$ cat src/rtl/dot_seq_pkg.sv
// dot_seq_pkg: shared types and constants for the dot-product sequencer.
package dot_seq_pkg;

  localparam int DEF_MACC_LAT = 3;
  localparam int DEF_CNT_W    = 16;

  // Term count saturates here instead of wrapping (default count width).
  localparam logic [DEF_CNT_W-1:0] CNT_SAT = '1;

  // One in-flight term as tracked alongside the accumulator pipeline.
  typedef struct packed {
    logic                 valid;
    logic                 last;
    logic [DEF_CNT_W-1:0] count;
  } tag_t;

endpackage

$ cat src/rtl/dot_seq_tagpipe.sv
// dot_seq_tagpipe: shift register of occupancy tags mirroring the MACC latency.
// Valid bits are reset; payload (last flag and optional count) is plain data.
module dot_seq_tagpipe
  import dot_seq_pkg::*;
#(
  parameter int L  = DEF_MACC_LAT,
  parameter int DW = 1
) (
  input  logic          clk,
  input  logic          rst,
  input  logic          adv,
  input  logic          clr_tail,
  input  logic          in_valid,
  input  logic [DW-1:0] in_data,
  output logic          tail_valid,
  output logic [DW-1:0] tail_data,
  output logic          any_valid
);

  logic [L-1:0]  vld;
  logic [DW-1:0] dat [L];

  // Valid bits: shift on advance; otherwise retire a consumed tail tag.
  always_ff @(posedge clk) begin
    if (rst) begin
      vld <= '0;
    end else if (adv) begin
      vld[0] <= in_valid;
      for (int i = 1; i < L; i++) vld[i] <= vld[i-1];
    end else if (clr_tail) begin
      vld[L-1] <= 1'b0;
    end
  end

  // Payload follows the valid bits without reset.
  always_ff @(posedge clk) begin
    if (adv) begin
      dat[0] <= in_data;
      for (int i = 1; i < L; i++) dat[i] <= dat[i-1];
    end
  end

  assign tail_valid = vld[L-1];
  assign tail_data  = dat[L-1];
  assign any_valid  = |vld;

endmodule

$ cat src/rtl/dot_seq.sv
// dot_seq: drives a streaming MACC from a last-delimited operand-pair stream
// and returns one accumulated sum per vector on a valid/ready port.
// Optional feature macro: DOT_SEQ_CNT_EN (term count carried in tags and
// reported on out_count; otherwise out_count is tied to 0).
module dot_seq
  import dot_seq_pkg::*;
#(
  parameter int SIZEIN   = 16,
  parameter int SIZEOUT  = 40,
  parameter int MACC_LAT = DEF_MACC_LAT,
  parameter int CNT_W    = DEF_CNT_W
) (
  input  logic                      clk,
  input  logic                      rst,
  input  logic                      in_valid,
  output logic                      in_ready,
  input  logic signed [SIZEIN-1:0]  in_a,
  input  logic signed [SIZEIN-1:0]  in_b,
  input  logic                      in_last,
  output logic                      macc_ce,
  output logic                      macc_sload,
  output logic signed [SIZEIN-1:0]  macc_a,
  output logic signed [SIZEIN-1:0]  macc_b,
  input  logic signed [SIZEOUT-1:0] macc_accum,
  output logic                      out_valid,
  input  logic                      out_ready,
  output logic signed [SIZEOUT-1:0] out_data,
  output logic [CNT_W-1:0]          out_count
);

`ifdef DOT_SEQ_CNT_EN
  localparam int PW = 1 + CNT_W;
`else
  localparam int PW = 1;
`endif

  logic          first;
  logic          accept, flush, stall, capture, clr_tail;
  logic          tail_v, any_v, tail_last;
  logic [PW-1:0] tag_in, tail_d;

  assign tail_last = tail_d[PW-1];

  // Accept / flush decision; macc_* are combinational from it.
  always_comb begin
    stall      = tail_v && tail_last && out_valid && !out_ready;
    in_ready   = !rst && !stall;
    accept     = in_valid && in_ready;
    flush      = !rst && !accept && !stall && any_v;
    macc_ce    = accept || flush;
    macc_sload = accept && first;
    macc_a     = accept ? in_a : '0;
    macc_b     = accept ? in_b : '0;
    capture    = !rst && tail_v && tail_last && !stall;
    clr_tail   = capture && !macc_ce;
  end

  // Next accepted pair opens a new vector after reset or after a last pair.
  always_ff @(posedge clk) begin
    if (rst)         first <= 1'b1;
    else if (accept) first <= in_last;
  end

`ifdef DOT_SEQ_CNT_EN
  logic [CNT_W-1:0] cnt_run, cnt_next;

  function automatic logic [CNT_W-1:0] sat_inc(input logic [CNT_W-1:0] c);
    return (c == '1) ? c : c + CNT_W'(1);
  endfunction

  assign cnt_next = first ? CNT_W'(1) : sat_inc(cnt_run);
  assign tag_in   = {accept && in_last, cnt_next};

  // Running term count of the open vector.
  always_ff @(posedge clk) begin
    if (accept) cnt_run <= cnt_next;
  end

  // Count of the captured vector, taken from its last tag.
  always_ff @(posedge clk) begin
    if (rst)          out_count <= '0;
    else if (capture) out_count <= tail_d[CNT_W-1:0];
  end
`else
  assign tag_in    = accept && in_last;
  assign out_count = '0;
`endif

  dot_seq_tagpipe #(.L(MACC_LAT), .DW(PW)) u_tagpipe (
    .clk        (clk),
    .rst        (rst),
    .adv        (macc_ce),
    .clr_tail   (clr_tail),
    .in_valid   (accept),
    .in_data    (tag_in),
    .tail_valid (tail_v),
    .tail_data  (tail_d),
    .any_valid  (any_v)
  );

  // Result register: a new capture wins over a same-edge handshake.
  always_ff @(posedge clk) begin
    if (rst) begin
      out_valid <= 1'b0;
      out_data  <= '0;
    end else if (capture) begin
      out_valid <= 1'b1;
      out_data  <= macc_accum;
    end else if (out_ready) begin
      out_valid <= 1'b0;
    end
  end

endmodule

$ cat config.mk
export PLATFORM = sky130hd
export DESIGN_NAME = dot_seq
export DESIGN_NICKNAME = d
export VERILOG_FILES = /design/src/rtl/dot_seq_pkg.sv /design/src/rtl/dot_seq_tagpipe.sv /design/src/rtl/dot_seq.sv
export SDC_FILE = /design/constraint.sdc
export NUM_CORES = 1
export LEC_CHECK = 0
export ABC_CLOCK_PERIOD_IN_PS = 2000
export CAP_MARGIN = 10
export CORE_MARGIN = 2
export CORE_UTILIZATION = 30
export DETAILED_ROUTE_END_ITERATION = 12
export PLACE_DENSITY = 0.75
export SYNTH_ARGS = -nofsm -noshare
export SYNTH_HDL_FRONTEND = slang
export SYNTH_HIERARCHICAL = 1
export SYNTH_SLANG_ARGS = --single-unit
$ cat constraint.sdc
create_clock -name clk -period 2 [get_ports clk]
set_input_delay 0.4 -clock clk [delete_from_list [all_inputs] [get_ports clk]]
set_output_delay 0.4 -clock clk [all_outputs]
set_load 0.02 [all_outputs]
; Word level (Yosys, flattened, before mapping)
; Memory sizes are Yosys's and may differ from the RTL's.
; Cells that the tools add are included.
; Widths: inputs -> output; s select.
[classes]
n_mux = 8
n_reduce_logical = 23
[ops]
columns = cell, count
row1 = $mux 16, 2
row2 = $logic_and 1x1->1, 14
row3 = $mux 1, 6
row4 = $logic_not 1->1, 5
row5 = $reduce_bool 2->1, 2
row6 = $reduce_or 3->1, 1
row7 = $logic_or 1x1->1, 1
[totals]
ff_bits = 45
ramBits = 3
inputBits = 77
elab_cells = 37
n_memories = 1
[mem_list]
columns = name, words, word_bits, read_ports, rd_ports_with_merged_regs, wr, line_no
row1 = u_tagpipe.dat, 3, 1, 3, 0, 3, dot_seq_tagpipe.sv:21  ; logic [DW-1:0] dat [L];

; Logic depth before layout (Yosys ltp)
; Gate-level depths: netlist (run 1).
; An unclocked memory read counts as a cell.
[depth]
depth_word = 16
ltp_mapped = 6
mapped_depth_nobuf = 6

; Hierarchy
; The synthesis (run 1) kept the hierarchy.
[modules_own_cells]
columns = module, n_inst, cells_each, area_per_inst_um2
row1 = dot_seq, 1, 199, 2042.0
row2 = dot_seq_tagpipe, 1, 14, 201.4

; Worst setup path before layout (run 1)
; No wires, ideal clock.
[synth_path]
path_kind = input port to flip-flop
start = input port rst
end = register u_tagpipe.vld[2]
arrival_time_ns = 2.338
slack_ns = -0.408
stages = 6
path_buffers = 2
cell_sequence = buf_2 -> buf_2 -> nor3_1 -> nor2b_1 -> or3b_1 -> a21oi_1
[synth_via]
elab_chain_len = 11
word_cells_on_any_way = 15
[synth_rtl]
columns = element, line_no
row1 = from (decl), dot_seq.sv:14  ; input logic rst,
row2 = $logic_not 1->1 *, "dot_seq.sv:47, dot_seq.sv:49"
row3 = $logic_and 1x1->1, dot_seq.sv:47  ; in_ready = !rst && !stall;
row4 = $logic_and 1x1->1, dot_seq.sv:48  ; accept = in_valid && in_ready;
row5 = $logic_not 1->1, dot_seq.sv:49  ; flush = !rst && !accept && !stall && any_v;
row6 = $logic_and 1x1->1 (3 in series), dot_seq.sv:49
row7 = $logic_or 1x1->1 *, dot_seq.sv:50  ; macc_ce = accept || flush;
row8 = named net macc_ce, dot_seq.sv:20  ; output logic macc_ce,
row9 = $logic_not 1->1 *, dot_seq.sv:55  ; clr_tail = capture && !macc_ce;
row10 = $logic_and 1x1->1 *, dot_seq.sv:55
row11 = named net clr_tail, dot_seq.sv:38  ; logic accept, flush, stall, capture, clr_tail;
row12 = $reduce_bool 2->1 (no line) *, -
row13 = to (signal assigned), dot_seq_tagpipe.sv:26  ; vld <= '0;
row14 = "to (signal, indexed assignment)", dot_seq_tagpipe.sv:31  ; vld[L-1] <= 1'b0;
row15 = to (decl), dot_seq_tagpipe.sv:20  ; logic [L-1:0] vld;
; The timed path passes the listed nets; every way through them passes the cells marked *.
; A chain may end at the register's enable or synchronous reset.

==> results of run 1 <==
-- report_power, final --
group	leakage (uW)	switching [uW]	internal, uW
Combinational	0.00133	154	243
Clock	0.0000534	322	321
Sequential	0.000391	2.35	970
-- sequential cells by signal, indices dropped and copies added, names as in the netlist --
register / count
out_valid: 1
u_tagpipe/vld: 3
out_data: 40
u_tagpipe/dat: 3
first: 1
-- layout by cell type, fill, tap and decap left out, drive strengths merged, types with 3 or more instances in the layout --
cell type and count:
edfxtp 3, clkdlybuf4s50 115, clkbuf 8, conb 16
nor2b 42, dfxtp 45, buf 53, nor2 7
mux2i 3, mux2 40, and2 34
-- per-stage QoR --
stage          instances  TNS [ps]  util (%)
2_1_floorplan        228         0         -
3_3_place_gp         461    -22140      53.5
3_5_place_dp         461    -23680      53.5
4_1_cts              478     -5360      58.1
5_1_grt              477     -5360      57.7
6_report             477     -2750      57.7
-- logic make-up (layout without fill, tap and decap cells) --
group                  Yosys count  in the layout
buffers and inverters           28            178
multiplexers                    43             43
other                            1             16
AO/OA/AOI/OAI                    2              2
AND/OR/NAND/NOR                 91             91
flip-flops                      48             48
-- repair_timing --
| item | in CTS | in global routing |
|---|---|---|
| endpoints found under the hold margin | 0 | 0 |
| hold buffers | 0 | 0 |
| pin swaps | 3 | 10 |
| setup endpoints to repair | 35 | 35 |
| cloned | 3 | 0 |
| buffers inserted | 6 | 2 |
| gates resized for setup | 231 | 13 |
-- layout make-up --
type	instances	area [um^2]	area share [%]
flip-flops and latches	48	991	23.7
multi-input cells	152	1210	29.0
well taps	99	124	2.96
clock buffers	7	97.6	2.33
clock inverters	1	5.00	0.120
repair buffers	170	1750	41.9
-- path summary, 6_finish.rpt --
kind	endpoint	slack (ps)	cells after the start
worst min register to register	u_tagpipe/dat[0][2]	420	0
worst max-delay path	macc_a[2]	-170	7
worst min-delay path	u_tagpipe/dat[0][2]	420	0
worst max register to register	u_tagpipe/vld[2]	110	8
-- layer usage --
metal,GRT usage (%),up-vias,share of wire [%]
li1,-,982,-
met5,0,-,0
met2,27.8,88,54
met3,5.26,6,6.8
met1,16.3,926,38
met4,2.69,0,1.0
==> impl_metrics.ini, run 1 <==
[status]
outcome = finished with violations
violations = negative setup slack

[place]
placed_area_um2 = 3880
dpl.hpwl_um = 4420
portBuffers = 152
pre_cts_ws_ps = -711
gp_congestion = 0.700

[route]
ant_nets = 0
wl_per_cell_um = 13.5
drc_errors = 0
drt-total-wl_um = 6440
via_per_inst = 4.20
drtIter0Drc = 29
vias = 2002
detail_route.first_pass.iterations = 4

[die]
die_h_um = 90.5
rows = 31
ios = 169
core_area_um2 = 7250
die-area_um2 = 8190
die_w_um = 90.5
initial_core_util_pct = 30.9

[critical_path]
cpPeakStageDelay_ps = 400
path_class = reg -> out
crit_required_ps = 1600
cp_max_fo = 4
cp_cell_sequence = and4b_2 > nor3b_4 > buf_6 > buf_12 > buf_16 > and2_4 > buf_6
crit_slowest_cell = edfxtp_1
arrival_ps = 1770
critPathTopFamily = simple AND/OR/NAND/NOR gates
worst-path-buf-inv = 4
r2r_start = u_tagpipe/dat[0][2]
crit_start = u_tagpipe/dat[0][2]
crit_top_cell = buf_6
endpoint_kind = output port
cp-start-kind = flop

[yosys]
yosys.area.top_type = dfxtp_1
seq_area_frac_synth_pct = 44.2
syn_inst = 213
synthFlopType = dfxtp_1
synth-async-reset-ratio_pct = 0
synth.top_cells.by_count = dfxtp_1, nor2b_1, and2_1, mux2_2, buf_4
synth-edff-count = 3
synthXorXnorAreaFrac_pct = 0
yosys-mux-area-fraction_pct = 21.4
yosysWarnings = 6
synth.most_common_cell = dfxtp_1
synth_top_cell_area_share_pct = 40.2
synth.cell_area_um2 = 2240
synth_compound_area_share_pct = 0.446
synth_area_per_cell_um2 = 10.5
ys_ff_latch = 48
synth_top_family_by_area = simple AND/OR/NAND/NOR gates
synthSimpleGateAreaFrac_pct = 25.3
synth_area_leaders = dfxtp_1, mux2_2, nor2b_1, and2_1, buf_4
yosysUniqueCellTypes = 20
yosys.area_share.adder_pct = 0

[cts]
root_buffer = clkbuf_8
clkLatencyLatePin_ps = 290
clockBufferDepth = 2
cts_tree = yes
clkSinkCount = 48
htree_num_levels = 2
cts_buffers = 5
clkSlewWorstSetupHoldPaths_ps = 90

[timing]
finalClockSkew_ps = 6.00
rsz0062_at_grt = yes
drv_slew = 0
final-hold-violation-count = 0
post-route-period-util_pct = 109
setup_violations = 33
worst_hold_slack_ps = 420
finalCriticalPeriod_ps = 2170
worst_slack_ps = -172
fmax_mhz = 460

[final_layout]
fillers = 584
num_antenna_cells = 0
final_nets = 454
drive_above_1_share_pct = 34.1
design_area_um2 = 4180
area_delta_synth_final_pct = 86.5

[grt]
grt_pass1_vias = 1953
antenna_found_initial = 0
grt_pass1_wl_um = 9890
grt_max_degree = 47
grt.total_usage_pct = 14.9
grt.overflow.total = 0

[min_path]
min_from = u_tagpipe/dat[0][1]
hold_class = reg -> reg

[flow_run]
maxCapViolCount = 0

[power_and_ir_drop]
total_power_uw = 2010
powerDensity_nw_per_um2 = 481
leakage_uw = 0.00177
ir_drop_mv = 0.344
(Power assumes the default switching activity.)
==> inputs of run 2 (changes only) <==
--- a/config.mk
+++ b/config.mk
@@ -11,6 +11,7 @@
 export CORE_UTILIZATION = 30
 export DETAILED_ROUTE_END_ITERATION = 12
 export PLACE_DENSITY = 0.75
+export RECOVER_POWER = 100
 export SYNTH_ARGS = -nofsm -noshare
 export SYNTH_HDL_FRONTEND = slang
 export SYNTH_HIERARCHICAL = 1
==> impl_metrics.ini, run 2 (synthesized netlist as in run 1, its figures left out) <==
[status]
outcome = finished with violations
violations = negative setup slack

[final_layout]
drive_above_1_share_pct = 33.9
final_nets = 454
design_area_um2 = 4180
num_antenna_cells = 0
largestRegisters = out_data x40, u_tagpipe/dat x3, u_tagpipe/vld x3
area_delta_synth_final_pct = 86.2
final_common_cell = clkdlybuf4s50_1
largest_reg_flops = 40
final_cell_mix = clkdlybuf4s50_1, dfxtp_1, nor2b_1
max_flop_register = out_data
final_cells = 477

[min_path]
hold_class = reg -> reg
min_from = u_tagpipe/dat[0][1]
hold_path_end = u_tagpipe/dat[0][2]
min_path_cells = 0

[timing]
worst_slack_ps = -171
final-hold-violation-count = 0
rsz0062_at_grt = yes
fmax_mhz = 461
worst_slew_pin_slew_ps = 945
finalCriticalPeriod_ps = 2170
drv_slew = 0
setup_tns_ps = -2740
setup_violations = 33
slew_headroom_pct = 37.0
post-route-period-util_pct = 109
finalClockSkew_ps = 5.97

[die]
ios = 169
rows = 31
core_area_um2 = 7250
die-area_um2 = 8190
die_h_um = 90.5
initial_core_util_pct = 30.9
die_w_um = 90.5

[critical_path]
r2r_slack_ps = 90
cp-start-kind = flop
arrival_ps = 1770
worstReg2RegEnd = u_tagpipe/vld[2]
cp_max_fo = 4
path_class = reg -> out
ff2ff_path_depth = 8
crit_required_ps = 1600
endpoint_kind = output port
r2r_start = u_tagpipe/dat[0][2]

[grt]
grt.overflow.total = 0
grt.total_usage_pct = 14.9
grtUsageMet1_pct = 16.3
met3_usage_pct = 5.26
busiest_layer = met2
met2_usage_pct = 27.8
antenna_found_initial = 0
grt_max_degree = 47
grt_pass1_wl_um = 9890
grt_pass1_vias = 1953

[route]
drtIter0Drc = 36
wl_per_cell_um = 13.5
vias = 2003
drc_errors = 0
drt-total-wl_um = 6440
via_per_inst = 4.20
ant_nets = 0
detail_route.first_pass.iterations = 4

[cts]
cts_tree = yes
clkLatencyLatePin_ps = 290
htree_num_levels = 2
clockBufferDepth = 2
root_buffer = clkbuf_8
cts.hold.buffers_added = 0
cts_buffers = 5
clkSinkCount = 48
clkSlewWorstSetupHoldPaths_ps = 90

[power_and_ir_drop]
leakage_uw = 0.00177
ir_drop_mv = 0.344
powerDensity_nw_per_um2 = 481
total_power_uw = 2010

[place]
dp_cells = 461
placed_area_um2 = 3880
gp_congestion = 0.700
portBuffers = 152
dpl.hpwl_um = 4420

[flow_run]
maxCapViolCount = 0
-- run 2: worst max-delay path by stage --
| stage | cells past startpoint | slack [ps] | end | start |
|---|---|---|---|---|
| 4_1_cts | 6 | -210 | macc_b[5] | u_tagpipe/dat[0][2] |
| 5_1_grt | 7 | -240 | macc_a[2] | u_tagpipe/dat[0][2] |
| 6_report | 7 | -170 | macc_a[2] | u_tagpipe/dat[0][2] |
| 3_5_place_dp | 6 | -710 | macc_a[14] | out_ready |
| 2_1_floorplan | 6 | 180 | u_tagpipe/vld[2] | rst |
| 3_3_place_gp | 6 | -670 | macc_a[1] | out_ready |
-- run 2: per-layer routing --
| layer | up-vias | routed length [um] |
|---|---|---|
| met2 | 90 | 3450 |
| li1 | 983 | - |
| met1 | 924 | 2480 |
| met4 | 0 | 65 |
| met5 | - | 0 |
| met3 | 6 | 444 |
-- run 2: final cells by class --
cell class	count	area, um^2
fill	585	3080
sequential	48	991
timing repair buffer	170	1750
tap	99	124
multi-input combinational	152	1210
clock buffer	7	97.6
clock inverter	1	5.00
-- run 2: metrics by stage --
stage                     util (%)  setup WS (ps)  hold slack [ps]
after floorplan                  -            180              400
after global placement        53.5           -672              403
after detailed placement      53.5           -711              406
after CTS                     58.1           -211              418
after global routing          57.6           -241              424
final                         57.6           -171              420
-- run 2: report_power, final --
part	internal [uW]	switching, uW
clock	321	322
combinational	242	154
sequential	970	2.34
total	1530	478
-- run 2: repair_timing --
action                                 CTS  global route
buffers inserted                         6             2
setup endpoints to repair               35            35
cloned                                   3             0
endpoints found under the hold margin    0             0
pin swaps                                3            10
gates resized for setup                231            13
-- run 2: critical path, stage by stage, from the launching register on --
cell,delay (ps)
edfxtp_1,400
and4b_2,250
nor3b_4,220
buf_6,160
buf_12,100
buf_16,100
and2_4,130
buf_6,110
